**config.mk**
```make
export PLATFORM = sky130hd
export DESIGN_NAME = mem_stage
export DESIGN_NICKNAME = d
export VERILOG_FILES = /design/src/rtl/mem_stage.sv
export SDC_FILE = /design/constraint.sdc
export NUM_CORES = 1
export LEC_CHECK = 0
export CORE_MARGIN = 10
export CORE_UTILIZATION = 25
export CTS_BUF_LIST = sky130_fd_sc_hd__clkbuf_2 sky130_fd_sc_hd__clkbuf_4 sky130_fd_sc_hd__clkbuf_8
export CTS_CLUSTER_SIZE = 14
export DETAILED_ROUTE_END_ITERATION = 16
export PLACE_DENSITY = 0.59
export SLEW_MARGIN = 15
export SYNTH_ARGS = -nofsm -noshare
export SYNTH_HDL_FRONTEND = slang
export SYNTH_SLANG_ARGS = --single-unit
```
**constraint.sdc**
```tcl
create_clock -name clk -period 3.89 [get_ports clk]
set_input_delay 1.167 -clock clk [delete_from_list [all_inputs] [get_ports clk]]
set_output_delay 1.167 -clock clk [all_outputs]
set_load 0.02 [all_outputs]
```
**src/rtl/mem_stage.sv**
```systemverilog
// MEM pipeline stage: runs the byte-wide data-memory req/ack transaction for the p3 bundle,
// stalls the front of the pipe while waiting, keeps the NZCV flags and loads the MEM/WB register.
module mem_stage #(
   parameter int ADDR_W         = 8,
   parameter int TIMEOUT_CYCLES = 16
) (
   input  logic              clk,
   input  logic              reset,
   input  logic              MEM_flush,
   input  logic              p3_memRead,
   input  logic              p3_memWrite,
   input  logic              p3_alu_regWrite,
   input  logic              p3_mem_regWrite,
   input  logic              p3_flag_regWrite,
   input  logic [2:0]        p3_alu_rd,
   input  logic [2:0]        p3_mem_rd,
   input  logic [7:0]        p3_mem_reg_rd,
   input  logic [31:0]       p3_alu_aluOut,
   input  logic [31:0]       p3_mem_address,
   input  logic              p3_flag_z,
   input  logic              p3_flag_n,
   input  logic              p3_flag_c,
   input  logic              p3_flag_v,
   output logic              dmem_req,
   output logic              dmem_we,
   output logic [ADDR_W-1:0] dmem_addr,
   output logic [7:0]        dmem_wdata,
   input  logic              dmem_ack,
   input  logic [7:0]        dmem_rdata,
   output logic              mem_stall,
   output logic              dmem_err,
   output logic              p4_alu_regWrite,
   output logic              p4_mem_regWrite,
   output logic [2:0]        p4_alu_rd,
   output logic [2:0]        p4_mem_rd,
   output logic [31:0]       p4_alu_result,
   output logic [31:0]       p4_mem_data,
   output logic              flag_z,
   output logic              flag_n,
   output logic              flag_c,
   output logic              flag_v
);

   localparam int CNT_W = (TIMEOUT_CYCLES > 2) ? $clog2(TIMEOUT_CYCLES) : 1;
   localparam logic [CNT_W-1:0] CNT_LAST = CNT_W'(TIMEOUT_CYCLES - 1);

   typedef enum logic [1:0] {
      S_IDLE   = 2'd0,
      S_ACCESS = 2'd1,
      S_DONE   = 2'd2
   } state_t;

   state_t            r_state;
   state_t            w_state_nxt;
   logic [CNT_W-1:0]  r_cnt;
   logic              r_req;
   logic              r_we;
   logic [ADDR_W-1:0] r_addr;
   logic [7:0]        r_wdata;
   logic [7:0]        r_rdata;
   logic              r_err;

   logic w_mem_op;
   logic w_stall;
   logic w_req_nxt;
   logic w_start;
   logic w_capture;
   logic w_abort;
   logic w_count;
   logic w_p4_load;
   logic w_from_done;

   assign w_mem_op    = (p3_memRead | p3_memWrite) & ~MEM_flush;
   assign w_from_done = (r_state == S_DONE);

   always_comb begin
      w_state_nxt = r_state;
      w_stall     = 1'b0;
      w_req_nxt   = 1'b0;
      w_start     = 1'b0;
      w_capture   = 1'b0;
      w_abort     = 1'b0;
      w_count     = 1'b0;
      w_p4_load   = 1'b0;
      case (r_state)
         S_IDLE: begin
            if (w_mem_op) begin
               w_stall     = 1'b1;
               w_start     = 1'b1;
               w_req_nxt   = 1'b1;
               w_state_nxt = S_ACCESS;
            end else begin
               w_p4_load = 1'b1;
            end
         end
         S_ACCESS: begin
            // MEM_flush is deliberately ignored once the bus transaction is in flight
            w_stall = 1'b1;
            if (dmem_ack) begin
               w_capture   = 1'b1;
               w_state_nxt = S_DONE;
            end else if (r_cnt == CNT_LAST) begin
               w_abort     = 1'b1;
               w_state_nxt = S_DONE;
            end else begin
               w_count   = 1'b1;
               w_req_nxt = 1'b1;
            end
         end
         S_DONE: begin
            w_p4_load   = 1'b1;
            w_state_nxt = S_IDLE;
         end
         default: begin
            w_state_nxt = S_IDLE;
         end
      endcase
   end

   always_ff @(posedge clk or negedge reset) begin
      if (!reset) begin
         r_state <= S_IDLE;
         r_req   <= 1'b0;
         r_cnt   <= '0;
         r_we    <= 1'b0;
         r_addr  <= '0;
         r_wdata <= '0;
         r_rdata <= '0;
         r_err   <= 1'b0;
      end else begin
         r_state <= w_state_nxt;
         r_req   <= w_req_nxt;
         if (w_start) begin
            r_cnt   <= '0;
            r_we    <= p3_memWrite;
            r_addr  <= p3_mem_address[ADDR_W-1:0];
            r_wdata <= p3_mem_reg_rd;
         end else if (w_count) begin
            r_cnt <= r_cnt + CNT_W'(1);
         end
         if (w_capture) begin
            r_rdata <= dmem_rdata;
         end else if (w_abort) begin
            r_rdata <= '0;
            r_err   <= 1'b1;
         end
      end
   end

   // MEM/WB register: stalled or flushed cycles insert a bubble by clearing only the write enables
   always_ff @(posedge clk or negedge reset) begin
      if (!reset) begin
         p4_alu_regWrite <= 1'b0;
         p4_mem_regWrite <= 1'b0;
         p4_alu_rd       <= '0;
         p4_mem_rd       <= '0;
         p4_alu_result   <= '0;
         p4_mem_data     <= '0;
         flag_z          <= 1'b0;
         flag_n          <= 1'b0;
         flag_c          <= 1'b0;
         flag_v          <= 1'b0;
      end else if (w_p4_load && !MEM_flush) begin
         p4_alu_regWrite <= p3_alu_regWrite;
         p4_mem_regWrite <= p3_mem_regWrite;
         p4_alu_rd       <= p3_alu_rd;
         p4_mem_rd       <= p3_mem_rd;
         p4_alu_result   <= p3_alu_aluOut;
         p4_mem_data     <= w_from_done ? {24'b0, r_rdata} : 32'b0;
         if (p3_flag_regWrite) begin
            flag_z <= p3_flag_z;
            flag_n <= p3_flag_n;
            flag_c <= p3_flag_c;
            flag_v <= p3_flag_v;
         end
      end else begin
         p4_alu_regWrite <= 1'b0;
         p4_mem_regWrite <= 1'b0;
      end
   end

   assign dmem_req   = r_req;
   assign dmem_we    = r_we;
   assign dmem_addr  = r_addr;
   assign dmem_wdata = r_wdata;
   assign dmem_err   = r_err;
   assign mem_stall  = w_stall;

endmodule

```
Word-level counts from Yosys, hierarchy flattened
Cells that the tools add are included.
{"block": "classes", "n_addsub": 1, "n_eq_ne": 5, "n_mux": 25, "n_bitwise": 4, "reduce_logical": 8}
{"cell": "8-bit two-way mux", "count": 3}
{"cell": "1-bit two-way mux", "count": 13}
{"cell": "4-bit two-way mux", "count": 2}
{"cell": "2-bit two-way mux", "count": 3}
{"cell": "1-bit one-hot mux with 2 select lines", "count": 3}
{"cell": "2-bit AND reduction", "count": 3}
{"cell": "4-bit by 1-bit adder with 4-bit output, second input constant", "count": 1}
{"cell": "4-bit equality test, second input constant", "count": 1}
{"cell": "2-bit one-hot mux with 2 select lines", "count": 1}
{"cell": "2-bit nonzero test", "count": 2}
{"cell": "3-bit != test, second input constant", "count": 1}
{"cell": "2-bit by 1-bit equality test with 1-bit output, second input constant", "count": 1}
{"cell": "2-bit equality test, second input constant", "count": 1}
{"cell": "2-bit logical NOT", "count": 1}
{"cell": "2-bit != test, second input constant", "count": 1}
{"cell": "1-bit inverter", "count": 2}
{"cell": "1-bit AND", "count": 1}
{"cell": "1-bit logical AND", "count": 1}
{"cell": "1-bit logical NOT", "count": 1}
{"cell": "1-bit bitwise OR", "count": 1}
{"block": "word_totals", "regBits": 109, "inputBits": 99, "out_inout_bits": 96, "word_cells": 61}

Longest topological paths before layout
{"block": "depth", "ltp_word": 6, "mapped_depth": 5, "depth_no_buf": 4}

Worst setup path after synthesis
No wires, ideal clock.
{"block": "synth_path", "path_kind": "in2out", "start": "input p3_memWrite", "end": "output mem_stall", "arrival_ns": 1.714, "t_required_ns": 2.723, "setup_slack_ns": 1.009, "cell_stages": 3, "n_path_buf": 0, "path_cell_list": "nor2_1 o21ba_2 nor2_1"}
{"block": "synth_via", "elab_chain_cells": 4}
{"element": "from (decl)", "line_no": "11", "source": "input logic p3_memWrite,"}
{"element": "1-bit bitwise OR", "line_no": "73", "source": "assign w_mem_op = (p3_memRead | p3_memWrite) & ~MEM_flush;"}
{"element": "1-bit AND", "line_no": "73"}
{"element": "1-bit two-way mux", "line_no": "87", "source": "if (w_mem_op) begin"}
{"element": "1-bit one-hot mux with 2 select lines", "line_no": "85", "source": "case (r_state)"}
{"element": "to (decl)", "line_no": "30", "source": "output logic mem_stall,"}
Every way passes these cells.

Worst setup path after layout
Ends and elaborated chain as after synthesis.

==> out/results.tsv <==
metric	value	unit
synth.largest_area_cell	dfrtp_1	
max_freq	267	MHz
tightest_slew	781	ps
initial_core_util	25.6	%
wl_per_cell	16.4	um
vias	2352	
finalClockSkew	6.62	ps
drcViolationCount	0	
cts.clk_slew.worst_paths	80	ps
hold_viol	0	
total_power	3.60	mW
fin_crit	3750	ps
io-pin-count	195	
drt_iter0_drc	64	
drv_cap	0	
max-vdd-ir-drop	0.309	mV
core_area	0.0133	mm^2
grt_pass1_wl	14300	um
dieWidth	137	um
cts_setup_buffers	0	
netlist_instances	231	
synth_area_per_cell	14.8	um^2
power_density	689	mW/mm^2
synth_area_leaders	dfrtp_1 (62%), mux2_2 (19%), buf_4 (5.5%), a22o_1 (4.1%), buf_2 (0.73%)	
dieArea	0.0187	mm^2
antenna_found_initial	0	
nFillCells	1287	
drive_above_1_share	22.0	%
clock-root-buffer	clkbuf_8	
finalSetupViolations	0	
nets	482	
synth_edf_count	0	
syn_area	0.00341	mm^2
worstSetupEndpointType	output pin	
synth_common_cells	dfrtp_1 (85), mux2_2 (59), buf_4 (25)	
synth_seq_cells	85	
synth_most_common_cell	dfrtp_1	
viasPerCell	4.18	
grt_pass1_vias	2587	
totalWireLength	9250	um
cts_resized	0	
startpoint_type	primary input	
grt_max_degree	86	
status	completed	
path_class	primary input to output pin	
timing.final.crit_share	96.4	%
crit_fanout	2	
arrival	2580	ps
fp-row-count	42	
clockBufferDepth	2	
track_usage	9.95	%
yosysSeqAreaShare	62.4	%
synthFlopType	dfrtp_1	
gr-total-overflow	0	
async_flop_share	100	%
rsz0062_at_grt	false	
regArea	0.00213	mm^2
clkSinkCount	85	
dieHeight	137	um
io_buffers	146	
fin_util	39.3	%
diodes	0	
min_path_type	flop to flop	
fin_setup_tns	0	ps
relSlewSlack	47.9	%
synth_cell_types	32	
htree_num_levels	3	
synth_warnings	0	
synth_top_area_share	62.4	%
clock_latency	360	ps
finalMaxSlewViolations	0	
ctsHoldBuffers	0	
place_congestion	0.684	
p_leak	2.23	nW
synthToLayoutAreaGrowth	53.2	%
required	2720	ps
cts_tree	built	
cts_buffers	9	
ant_nets	0	
drt_pass1_iterations	4	
post-dp-hpwl	6980	um
multi_input_area	0.00113	mm^2
## registers in the layout, indices dropped and copies added, names as in the netlist, 2 cells and up
name	cells
dmem_addr	8
dmem_wdata	8
p4_alu_rd	3
p4_alu_result	32
p4_mem_data	8
p4_mem_rd	3
r_cnt	4
r_rdata	8
r_state	2
## placed cells by master, fill, tap and decap left out, types with 2 or more instances in the layout
cell,netlist,routed
clkinv_2,0,2
clkbuf_8,0,11
conb_1,1,24
nor3_1,2,2
o21ai_0,2,2
buf_4,25,5
inv_1,3,3
bufinv_16,0,2
dfrtp_1,85,85
a22o_1,16,16
a21oi_1,3,3
and2_1,2,2
clkdlybuf4s50_1,0,145
nor2_1,5,5
o21bai_1,2,2
mux2_2,59,59
## through the flow
stage               setup WS (ps)  instances  cell area, um^2  hold WS [ps]
finish                        140        563             5220           463
global route                 63.7        563             5220           506
CTS                           121        563             5220           474
detailed placement            136        547             4990           448
global placement              128        547             4990           446
floorplan                    1010        254             3490           458
## critical path: stages
cell and delay [ps]:
clkdlybuf4s50_1 470, nor2_1 60, o21ba_2 190, nor2_1 80, clkdlybuf4s50_1 610
## where the power goes
part / internal (mW) / leakage [nW] / switching [mW]
logic: 0.809 / 1.07 / 0.691
clock network: 0.402 / 0.120 / 0.309
registers: 1.21 / 1.04 / 0.173
## metal layers
metal  vias up  part of all wire [%]  GRT usage [%]
li1       1072                     -              -
met1      1170                    39           10.7
met2        97                    49           16.4
met3        13                   9.8           4.88
met4         0                   1.6           3.91
met5         -                     0              0
## cells by family (layout without fill, tap and decap cells)
group,count (synthesis),in the layout,share of synthesized area (%)
muxes,59,59,19.5
AOI/OAI and AO/OA,30,30,6.79
DFF,85,85,62.4
and+or+nand+nor,18,18,3.60
other,1,24,0.110
buffers and inverters,37,170,7.23
adders and majority gates,1,1,0.367
## final timing paths
check	depth (start not counted)	slack (ps)	end	from
worst max-delay path	5	140	mem_stall	p3_memWrite
worst min-delay path	1	460	dmem_err	dmem_err
worst max register to register	3	1950	p4_mem_rd[0]	r_state[1]
worst min register to register	1	460	dmem_err	dmem_err
max in group asynchronous	1	2500	p4_alu_result[5]	reset
min in group asynchronous	1	870	dmem_wdata[4]	reset
## area by class of cell
class                           instances  share of cell area [%]
Tap cell                              176                    4.22
Inverter                                3                   0.216
Clock buffer                           12                    3.04
Multi-Input combinational cell        132                    21.7
Sequential cell                        85                    40.7
Timing Repair Buffer                  151                    28.7
Clock inverter                          4                    1.34
Power figures use the tool's default switching activity.
